===== src/rtl/mem_cmd_initiator.sv =====
// Command-FIFO-fed initiator for a single-port synchronous memory, returning read data in order.
// Optional address range check enabled by defining MEM_ADDR_CHK_EN.
module mem_cmd_initiator #(
  parameter int unsigned ADDR_W     = 8,
  parameter int unsigned DATA_W     = 8,
  parameter int unsigned FIFO_DEPTH = 4,
  parameter int unsigned RD_LAT     = 1,
  parameter int unsigned MEM_DEPTH  = 16
) (
  input  logic              clk,
  input  logic              rst,
  input  logic              cmd_valid,
  output logic              cmd_ready,
  input  logic              cmd_wr,
  input  logic [ADDR_W-1:0] cmd_addr,
  input  logic [DATA_W-1:0] cmd_wdata,
  output logic              rsp_valid,
  input  logic              rsp_ready,
  output logic [DATA_W-1:0] rsp_data,
  output logic [ADDR_W-1:0] rsp_addr,
  output logic [ADDR_W-1:0] mem_addr,
  output logic [DATA_W-1:0] mem_wdata,
  output logic              mem_wr,
  output logic              mem_rd,
  input  logic [DATA_W-1:0] mem_rdata,
  output logic              busy,
  output logic              err
);
  localparam int unsigned PtrW = (FIFO_DEPTH > 1) ? $clog2(FIFO_DEPTH) : 1;
  localparam int unsigned LatW = $clog2(RD_LAT + 1);
  localparam int unsigned EntW = 1 + ADDR_W + DATA_W;

  typedef enum logic [1:0] {StIdle, StIssue, StWait, StResp} state_e;

  logic [EntW-1:0]   fifo_mem_q [FIFO_DEPTH];
  logic [PtrW-1:0]   wr_ptr_q, wr_ptr_d, rd_ptr_q, rd_ptr_d;
  logic [PtrW:0]     count_q, count_d;
  logic              push, pop, empty, full;
  logic              head_wr, head_bad;
  logic [ADDR_W-1:0] head_addr;
  logic [DATA_W-1:0] head_wdata;

  state_e            state_q, state_d;
  logic              cmd_wr_q, cmd_wr_d, cmd_bad_q, cmd_bad_d;
  logic [ADDR_W-1:0] cmd_addr_q, cmd_addr_d;
  logic [LatW-1:0]   lat_q, lat_d;
  logic [ADDR_W-1:0] mem_addr_q, mem_addr_d, rsp_addr_q, rsp_addr_d;
  logic [DATA_W-1:0] mem_wdata_q, mem_wdata_d, rsp_data_q, rsp_data_d;
  logic              mem_wr_q, mem_wr_d, mem_rd_q, mem_rd_d;
  logic              rsp_valid_q, rsp_valid_d, busy_q, busy_d;

  assign empty     = (count_q == '0);
  assign full      = (count_q == (PtrW + 1)'(FIFO_DEPTH));
  assign cmd_ready = !full && !rst;
  assign push      = cmd_valid && cmd_ready;
  assign {head_wr, head_addr, head_wdata} = fifo_mem_q[rd_ptr_q];

`ifdef MEM_ADDR_CHK_EN
  localparam logic [ADDR_W:0] MemDepthW = (ADDR_W + 1)'(MEM_DEPTH);
  logic err_q, err_d;
  assign head_bad = ({1'b0, head_addr} >= MemDepthW);
  assign err      = err_q;
`else
  logic unused_mem_depth;
  assign unused_mem_depth = ^MEM_DEPTH;
  assign head_bad         = 1'b0;
  assign err              = 1'b0;
`endif

  always_ff @(posedge clk) begin
    if (push) fifo_mem_q[wr_ptr_q] <= {cmd_wr, cmd_addr, cmd_wdata};
  end

  always_comb begin
    wr_ptr_d = wr_ptr_q;
    rd_ptr_d = rd_ptr_q;
    count_d  = count_q;
    if (push) wr_ptr_d = wr_ptr_q + PtrW'(1);
    if (pop)  rd_ptr_d = rd_ptr_q + PtrW'(1);
    if (push && !pop)      count_d = count_q + (PtrW + 1)'(1);
    else if (!push && pop) count_d = count_q - (PtrW + 1)'(1);
  end

  always_comb begin
    state_d     = state_q;
    cmd_wr_d    = cmd_wr_q;
    cmd_bad_d   = cmd_bad_q;
    cmd_addr_d  = cmd_addr_q;
    lat_d       = lat_q;
    mem_addr_d  = mem_addr_q;
    mem_wdata_d = mem_wdata_q;
    mem_wr_d    = 1'b0;
    mem_rd_d    = 1'b0;
    rsp_valid_d = rsp_valid_q;
    rsp_data_d  = rsp_data_q;
    rsp_addr_d  = rsp_addr_q;
    pop         = 1'b0;

    unique case (state_q)
      StIdle: pop = !empty;
      StIssue: begin
        if (cmd_wr_q) begin
          // Back-to-back writes: keep issuing while commands are queued.
          if (!empty) pop = 1'b1;
          else        state_d = StIdle;
        end else if (cmd_bad_q) begin
          rsp_valid_d = 1'b1;
          rsp_data_d  = '0;
          rsp_addr_d  = cmd_addr_q;
          state_d     = StResp;
        end else begin
          lat_d   = LatW'(RD_LAT);
          state_d = StWait;
        end
      end
      StWait: begin
        lat_d = lat_q - LatW'(1);
        if (lat_q == LatW'(1)) begin
          rsp_valid_d = 1'b1;
          rsp_data_d  = mem_rdata;
          rsp_addr_d  = cmd_addr_q;
          state_d     = StResp;
        end
      end
      StResp: begin
        if (rsp_ready) begin
          rsp_valid_d = 1'b0;
          state_d     = StIdle;
        end
      end
      default: state_d = StIdle;
    endcase

    // Strobes are registered, so they are launched in the cycle the command is popped.
    if (pop) begin
      state_d    = StIssue;
      cmd_wr_d   = head_wr;
      cmd_bad_d  = head_bad;
      cmd_addr_d = head_addr;
      if (!head_bad) begin
        mem_wr_d   = head_wr;
        mem_rd_d   = !head_wr;
        mem_addr_d = head_addr;
        if (head_wr) mem_wdata_d = head_wdata;
      end
    end
`ifdef MEM_ADDR_CHK_EN
    err_d = err_q | (pop && head_bad);
`endif
  end

  assign busy_d = (state_d != StIdle) || (count_d != '0);

  always_ff @(posedge clk) begin
    if (rst) begin
      wr_ptr_q    <= '0;
      rd_ptr_q    <= '0;
      count_q     <= '0;
      state_q     <= StIdle;
      cmd_wr_q    <= 1'b0;
      cmd_bad_q   <= 1'b0;
      cmd_addr_q  <= '0;
      lat_q       <= '0;
      mem_addr_q  <= '0;
      mem_wdata_q <= '0;
      mem_wr_q    <= 1'b0;
      mem_rd_q    <= 1'b0;
      rsp_valid_q <= 1'b0;
      rsp_data_q  <= '0;
      rsp_addr_q  <= '0;
      busy_q      <= 1'b0;
`ifdef MEM_ADDR_CHK_EN
      err_q       <= 1'b0;
`endif
    end else begin
      wr_ptr_q    <= wr_ptr_d;
      rd_ptr_q    <= rd_ptr_d;
      count_q     <= count_d;
      state_q     <= state_d;
      cmd_wr_q    <= cmd_wr_d;
      cmd_bad_q   <= cmd_bad_d;
      cmd_addr_q  <= cmd_addr_d;
      lat_q       <= lat_d;
      mem_addr_q  <= mem_addr_d;
      mem_wdata_q <= mem_wdata_d;
      mem_wr_q    <= mem_wr_d;
      mem_rd_q    <= mem_rd_d;
      rsp_valid_q <= rsp_valid_d;
      rsp_data_q  <= rsp_data_d;
      rsp_addr_q  <= rsp_addr_d;
      busy_q      <= busy_d;
`ifdef MEM_ADDR_CHK_EN
      err_q       <= err_d;
`endif
    end
  end

  assign mem_addr  = mem_addr_q;
  assign mem_wdata = mem_wdata_q;
  assign mem_wr    = mem_wr_q;
  assign mem_rd    = mem_rd_q;
  assign rsp_valid = rsp_valid_q;
  assign rsp_data  = rsp_data_q;
  assign rsp_addr  = rsp_addr_q;
  assign busy      = busy_q;

endmodule

===== config.mk =====
export PLATFORM = sky130hd
export DESIGN_NAME = mem_cmd_initiator
export DESIGN_NICKNAME = d
export VERILOG_FILES = /design/src/rtl/mem_cmd_initiator.sv
export SDC_FILE = /design/constraint.sdc
export NUM_CORES = 1
export LEC_CHECK = 0
export ABC_AREA = 1
export BUFFER_PORTS_ARGS = -buffer_cell sky130_fd_sc_hd__buf_4
export CORE_MARGIN = 2
export CORE_UTILIZATION = 55
export CTS_CLUSTER_DIAMETER = 60
export CTS_CLUSTER_SIZE = 16
export DETAILED_ROUTE_END_ITERATION = 12
export PLACE_DENSITY = 0.88
export SETUP_SLACK_MARGIN = 0.3
export SKIP_CTS_REPAIR_TIMING = 1
export SYNTH_ARGS = -nofsm -noshare
export SYNTH_HDL_FRONTEND = slang
export SYNTH_SLANG_ARGS = --single-unit
export TNS_END_PERCENT = 10

===== constraint.sdc =====
create_clock -name clk -period 2.6 [get_ports clk]
set_clock_uncertainty 0.1 [all_clocks]
set_input_delay 0.13 -clock clk [delete_from_list [all_inputs] [get_ports clk]]
set_output_delay 0.13 -clock clk [all_outputs]
set_load 0.05 [all_outputs]

==> impl_metrics.json, run 1 <==
{
  "status": "complete, no violations",
  "ys_types": 31,
  "worstSetupEndpointType": "output port",
  "power_uw": 7110,
  "die_h_um": 94.5,
  "synth_top_cell_area_share_pct": 45.3,
  "grt_pass1_wl_um": 14900,
  "antenna_cells": 0,
  "setup_viol": 0,
  "async_flop_share_pct": 0,
  "timing.final.crit_share_pct": 74.2,
  "totalWireLength_um": 9870,
  "yosys_register_bits": 117,
  "nets": 556,
  "netlist_area_um2": 4510,
  "hold_violations": 0,
  "grt_max_degree": 41,
  "synth_common_cells": "nor2_1, edfxtp_1, o21ai_0",
  "grt.busiest_layer": "met2",
  "crit_arrival_ps": 1700,
  "die_w_um": 94.5,
  "seq_area_um2": 3020,
  "io_pins": 67,
  "rsz0062_at_grt": "no",
  "drive_gt1_share_pct": 23.1,
  "synth_edf_count": 68,
  "final.setup.tns_ps": 0,
  "synthFlopType": "edfxtp_1",
  "core-area_um2": 8090,
  "globalRouteOverflowTotal": 0,
  "gr-usage-met1_pct": 26.4,
  "yosys.area.top_type": "edfxtp_1",
  "power_density_nw_per_um2": 1190,
  "fill_cells": 505,
  "ys_warn_count": 0,
  "vdd_drop_max_mv": 0.887,
  "cts_made_buffers": 17,
  "clock.fmax_ghz": 0.518,
  "firstDrtPassIters": 5,
  "crit_fanout": 3,
  "clk_pin_slew_ps": 50,
  "via_per_inst": 5.28,
  "start_kind": "flip-flop",
  "synthToLayoutAreaGrowth_pct": 32.6,
  "cap_violations": 0,
  "htree_levels": 4,
  "die-area_um2": 8930,
  "drcViolationCount": 0,
  "dp_hpwl_um": 6020,
  "yosysMostFrequentCell": "nor2_1",
  "period_needed_ps": 1930,
  "gp_congestion": 0.875,
  "syn_inst": 421,
  "antenna_found_initial": 0,
  "syn-num-nets": 457,
  "track_usage_pct": 22.6,
  "vias": 3371,
  "place_ws_ps": 780,
  "antenna_left": 0,
  "maxSlewViolCount": 0,
  "cts_root_buffer": "clkbuf_8",
  "placement_rows": 33,
  "drt-initial-drc-count": 187,
  "clockBufferDepth": 2,
  "required_ps": 2370,
  "critPathKind": "reg2out",
  "synth_area_leaders": "edfxtp_1, dfxtp_1, nor2_1, o21ai_0, a31oi_1",
  "io_buffers": 65,
  "wl_per_cell_um": 15.5,
  "multi_input_area_um2": 1280,
  "cts_sinks": 117,
  "grt_use_met3_pct": 7.50,
  "seq_area_frac_synth_pct": 67.1,
  "use_met2_pct": 36.8,
  "grt_pass1_vias": 3260,
  "p_leak_uw": 0.00244,
  "start_util_pct": 55.7,
  "cts_tree": "done",
  "clock_latency_ps": 510,
  "syn_area_per_cell_um2": 10.7,
  "min_path_type": "in2reg",
  "setup_ws_ps": 671
}
## area by class of cell
type,instances,share of cell area [%]
Clock inverter,15,3.54
Sequential cell,117,50.6
Tap cell,105,2.20
Clock buffer,17,6.93
Multi-Input combinational cell,260,21.5
Timing Repair Buffer,100,13.7
Inverter,24,1.53
## critical path, stage by stage, from the launching register on
cell	delay (ps)
dfxtp_1	360
inv_1	90
ha_1	260
nand2_1	140
nand2_1	90
inv_1	70
buf_4	190
## placed cells by master (no fill, tap or decap), drive strengths merged, types with 3 or more instances in the layout
master / count
a21oi: 10
ha: 7
clkinv: 8
bufinv: 5
dlygate4sd3: 28
clkbuf: 17
edfxtp: 68
inv: 23
clkinvlp: 3
a31oi: 17
nor2: 113
dfxtp: 49
buf: 72
nand3: 13
nand2: 29
o21ai: 67
## state kept, by name, summed over array words and instances, names as in the netlist, 2 cells and up, named ones only
| name | flops |
|---|---|
| state_q | 2 |
| rd_ptr_q | 2 |
| mem_addr | 8 |
| rsp_data | 8 |
| count_q | 3 |
| fifo_mem_q | 68 |
| rsp_addr | 8 |
| mem_wdata | 8 |
| wr_ptr_q | 2 |
## worst paths after layout
| kind | from | endpoint | slack [ps] | cells past startpoint |
|---|---|---|---|---|
| worst max-delay path | count_q[0] | cmd_ready | 670 | 6 |
| worst min-delay path | cmd_wdata[6] | fifo_mem_q[0][6] | 260 | 2 |
| worst max register to register | count_q[0] | fifo_mem_q[0][9] | 780 | 6 |
| worst min register to register | rd_ptr_q[1] | rd_ptr_q[1] | 410 | 1 |
## cell families after synthesis
kind of cell / Yosys count / synth area share [%]
other: 1 / 0.0832
and+or+nand+nor: 155 / 14.6
xor gates and xnor gates: 1 / 0.194
adders and majority gates: 7 / 1.94
AOI/OAI and AO/OA: 96 / 11.6
buffers and inverters: 44 / 4.44
DFF: 117 / 67.1
## per-stage QoR
stage / instances / utilization, % / cell area, um^2 / hold slack [ps]
after global placement: 578 / 62.6 / 5070 / 234
after CTS: 610 / 70.4 / 5700 / -302
after detailed placement: 578 / 62.6 / 5070 / 239
after global routing: 638 / 73.8 / 5980 / 256
after floorplan: 421 / - / 4510 / 129
final: 638 / 73.8 / 5980 / 260
## power by group
part           switching (uW)  internal [uW]
Combinational            1590            676
Clock                     781           1640
Sequential                175           2250
## metal layers
metal / vias up / wire [um]
met2: 140 / 4980
met1: 1570 / 4010
met3: 23 / 685
li1: 1638 / -
met5: - / 0
met4: 0 / 201
Note: power is estimated with default switching activity, not from simulation.
==> run 2, diff against run 1 <==
Clock period 2.6 ns to 1.9 ns, I/O delays scaled along.
==> impl_metrics.json, run 2 (synthesized netlist as in run 1, its figures left out) <==
{
  "status": "finished, violations left",
  "violations": "negative hold slack",
  "mostFrequentLayoutCells": "nor2_1, buf_4, edfxtp_1",
  "clk_pin_slew_ps": 60,
  "totalWireLength_um": 10900,
  "die_h_um": 94.5,
  "drcViolationCount": 0,
  "rsz0062_at_grt": "yes",
  "setup_ws_ps": 220,
  "worstSetupEndpointType": "flip-flop",
  "clock.fmax_ghz": 0.595,
  "vias": 3512,
  "cts_root_buffer": "clkbuf_8",
  "fill_cells": 476,
  "period_needed_ps": 1680,
  "synthToLayoutAreaGrowth_pct": 38.1,
  "htree_levels": 4,
  "cts_sinks": 117,
  "final_cells": 651,
  "crit_fanout": 17,
  "crit_arrival_ps": 1800,
  "io_buffers": 65,
  "p_leak_uw": 0.00251,
  "place_ws_ps": 236,
  "firstDrtPassIters": 7,
  "clock_latency_ps": 510,
  "start_kind": "flip-flop",
  "core-area_um2": 8090,
  "vdd_drop_max_mv": 0.871,
  "drt-initial-drc-count": 234,
  "via_per_inst": 5.39,
  "placement_rows": 33,
  "min_path_type": "in2reg",
  "grt_pass1_wl_um": 15000,
  "layout_commonest_cell": "nor2_1",
  "antenna_left": 0,
  "setup_viol": 0,
  "grt_max_degree": 41,
  "globalRouteOverflowTotal": 0,
  "start_util_pct": 55.7,
  "io_pins": 67,
  "antenna_found_initial": 0,
  "die-area_um2": 8930,
  "cts_tree": "done",
  "cts_made_buffers": 17,
  "track_usage_pct": 22.9,
  "rrSetupSlack_ps": 220,
  "top_register": "fifo_mem_q",
  "hold-worst-slack_ps": -268,
  "die_w_um": 94.5,
  "final.setup.tns_ps": 0,
  "gp_congestion": 0.773,
  "hold_violations": 11,
  "clockBufferDepth": 2,
  "maxSlewViolCount": 0,
  "drive_gt1_share_pct": 28.8,
  "power_uw": 10200,
  "timing.final.crit_share_pct": 88.4,
  "critPathKind": "reg2reg",
  "dp.cells": 580,
  "required_ps": 2020,
  "antenna_cells": 0,
  "grt_pass1_vias": 3166,
  "nets": 569,
  "wl_per_cell_um": 16.7,
  "cap_violations": 0,
  "dp_hpwl_um": 5790,
  "power_density_nw_per_um2": 1640,
  "largest_reg_flops": 68
}
-- run 2: area by class of cell --
type | instances | area [um^2] | area share, %
repair buffers | 112 | 992 | 15.9
clock inverters | 14 | 178 | 2.85
inverters | 24 | 100 | 1.61
multi-input cells | 261 | 1370 | 22.1
well taps | 105 | 131 | 2.11
clock buffers | 18 | 418 | 6.71
flip-flops and latches | 117 | 3030 | 48.7
-- run 2: path summary, 6_finish.rpt --
| kind | endpoint | from | depth (start not counted) |
|---|---|---|---|
| setup / recovery | fifo_mem_q[0][8] | count_q[0] | 7 |
| hold / removal | count_q[0] | rst | 2 |
| setup reg to reg | fifo_mem_q[0][8] | count_q[0] | 7 |
| hold reg to reg | rsp_addr[6] | mem_addr[6] | 2 |
-- run 2: power breakdown --
part           switching [uW]  total [uW]  internal, uW
registers                 304        3390          3090
logic                    2400        3690          1300
clock network            1140        3150          2010
total                    3840       10200          6390
-- run 2: per-layer routing --
metal / global-route usage (%) / vias up / part of all wire (%)
met3: 7.10 / 24 / 7.0
met5: 0 / - / 0
met1: 26.4 / 1662 / 40
met2: 39.6 / 160 / 51
li1: - / 1666 / -
met4: 9.66 / 0 / 1.9
-- run 2: per-stage QoR --
stage / cell area (um^2) / util, %
after global routing: 6230 / 76.9
after CTS: 5780 / 71.4
after global placement: 5180 / 64.0
after detailed placement: 5180 / 64.0
final: 6230 / 76.9
after floorplan: 4550 / -
-- run 2: worst max-delay path, stage by stage, from the launching register on --
cell	delay [ps]
dfxtp_4	370
inv_4	50
ha_4	180
nand2_4	80
nand3_4	140
buf_4	180
nor2_4	110
buf_12	170
==> run 3, diff against run 2 <==
==> constraint.sdc (replaced) <==
create_clock -name clk -period 1.9 [get_ports clk]
set_clock_uncertainty 0.1 [all_clocks]
set_input_delay 0.38 -clock clk [delete_from_list [all_inputs] [get_ports clk]]
set_output_delay 0.38 -clock clk [all_outputs]
set_load 0.05 [all_outputs]
==> impl_metrics.json, run 3 (synthesized netlist as in run 1, its figures left out) <==
{
  "status": "finished, violations left",
  "violations": "negative hold slack, negative setup slack",
  "clock_latency_ps": 540,
  "final.setup.tns_ps": -104,
  "grt_pass1_vias": 3264,
  "gp_congestion": 0.825,
  "p_comb_share_pct": 38.8,
  "worstSetupEndpointType": "output port",
  "cp_slowest_cell": "dfxtp_4",
  "min_path_type": "in2reg",
  "period_needed_ps": 2000,
  "die_h_um": 94.5,
  "die_w_um": 94.5,
  "crit_arrival_ps": 1520,
  "power.switching_uw": 4220,
  "critPathMostFrequentCell": "nand2_4",
  "fin_util_pct": 79.2,
  "power_uw": 10900,
  "swShare_pct": 38.6,
  "timing.final.crit_share_pct": 105,
  "rr_endpoint": "fifo_mem_q[1][10]",
  "firstDrtPassIters": 5,
  "drcViolationCount": 0,
  "clkPwrFrac_pct": 29.5,
  "path_buf_inv": 3,
  "cts_made_buffers": 17,
  "hp-start": "mem_rdata[7]",
  "globalRouteOverflowTotal": 0,
  "crit_fanout": 3,
  "crit_family": "flip-flops",
  "max_stage_delay_ps": 360,
  "rsz0062_at_grt": "yes",
  "top_register": "fifo_mem_q",
  "drive_gt1_share_pct": 33.9,
  "core-area_um2": 8090,
  "cts_sinks": 117,
  "track_usage_pct": 25.2,
  "antenna_found_initial": 1,
  "required_ps": 1420,
  "grt_max_degree": 28,
  "io_pins": 67,
  "holdPathEnd": "rsp_data[7]",
  "drt-initial-drc-count": 364,
  "cts_root_buffer": "clkbuf_8",
  "antenna_cells": 0,
  "layout_commonest_cell": "nor2_1",
  "totalWireLength_um": 12900,
  "p_leak_uw": 0.00255,
  "maxSlewViolCount": 0,
  "via_per_inst": 5.71,
  "rr_startpoint": "count_q[0]",
  "vdd_drop_max_mv": 1.09,
  "clock.fmax_ghz": 0.499,
  "start_util_pct": 55.7,
  "critPathKind": "reg2out",
  "crit_chain": "inv_4 > ha_4 > nand2_4 > nand2_4 > clkinvlp_4 > buf_8",
  "htree_levels": 4,
  "power_density_nw_per_um2": 1710,
  "wl_per_cell_um": 20.0,
  "cap_violations": 0,
  "p_seq_share_pct": 31.7,
  "start_kind": "flip-flop",
  "clockBufferDepth": 2,
  "largest_reg_flops": 68,
  "grt_pass1_wl_um": 16400,
  "place_ws_ps": 205,
  "placement_rows": 33,
  "mostFrequentLayoutCells": "nor2_1, edfxtp_1, buf_4",
  "hold-worst-slack_ps": -21.0,
  "die-area_um2": 8930,
  "cts_tree": "done",
  "io_buffers": 65,
  "rrSetupSlack_ps": 50,
  "min_path_cells": 3,
  "dp_hpwl_um": 6440,
  "clk_pin_slew_ps": 60,
  "nets": 566,
  "p_int_uw": 6720,
  "setup_ws_ps": -104,
  "hold_violations": 4,
  "synthToLayoutAreaGrowth_pct": 42.3,
  "antenna_left": 0,
  "vias": 3703,
  "setup_viol": 1,
  "rr_worst_depth": 8
}
## run 3: changes by cell type in the layout (fill, tap and decap cells not counted), moves of 5 or more
cell     before  now
buf_4        78   62
dfxtp_1      45   35
dfxtp_2       2   13
buf_6         1   18
nand2_1      22   17
## run 3: how the worst max path moves through the flow
stage | slack [ps] | endpoint | cells past startpoint | from
floorplan | 300 | cmd_ready | 5 | rst
global placement | 280 | fifo_mem_q[0][0] | 6 | count_q[0]
detailed placement | 210 | fifo_mem_q[0][0] | 6 | count_q[0]
CTS | -180 | cmd_ready | 6 | count_q[0]
global route | -140 | cmd_ready | 6 | count_q[0]
finish | -100 | cmd_ready | 6 | count_q[0]
## run 3: metrics by stage
stage / std cells / instance area, um^2
3_5_place_dp: 581 / 5180
2_1_floorplan: 421 / 4560
4_1_cts: 613 / 5770
5_1_grt: 648 / 6410
6_report: 648 / 6410
3_3_place_gp: 581 / 5180
## run 3: area by class of cell
type                       instances  area (um^2)
fill                             465         1680
timing repair buffer             110         1040
sequential                       117         3040
clock inverter                    12          160
multi-input combinational        260         1480
clock buffer                      20          425
tap                              105          131
inverter                          24          129
## run 3: layer usage
| metal | up-vias | wire length, um | track usage (%) |
|---|---|---|---|
| met1 | 1759 | 4620 | 28.8 |
| met2 | 244 | 6880 | 44.3 |
| met4 | 2 | 357 | 9.54 |
| met3 | 37 | 1070 | 8.14 |
| li1 | 1661 | - | - |
| met5 | - | 13 | 0 |
## run 3: worst register-to-register path: stages, from the launching register on
cell and delay [ps]:
dfxtp_4 370, inv_4 50, ha_4 180, nand2_4 80
buf_4 120, nand3_4 150, buf_6 170, nor2_4 130
buf_12 180
## run 3: power by group through the flow
stage / Combinational (uW) / Sequential, uW / Clock [uW]
2_1_floorplan: 1670 / 4020 / 0
3_3_place_gp: 2970 / 3360 / 0
3_5_place_dp: 3110 / 3390 / 0
4_1_cts: 3190 / 3350 / 3180
5_1_grt: 4510 / 3500 / 3340
6_report: 4240 / 3470 / 3230
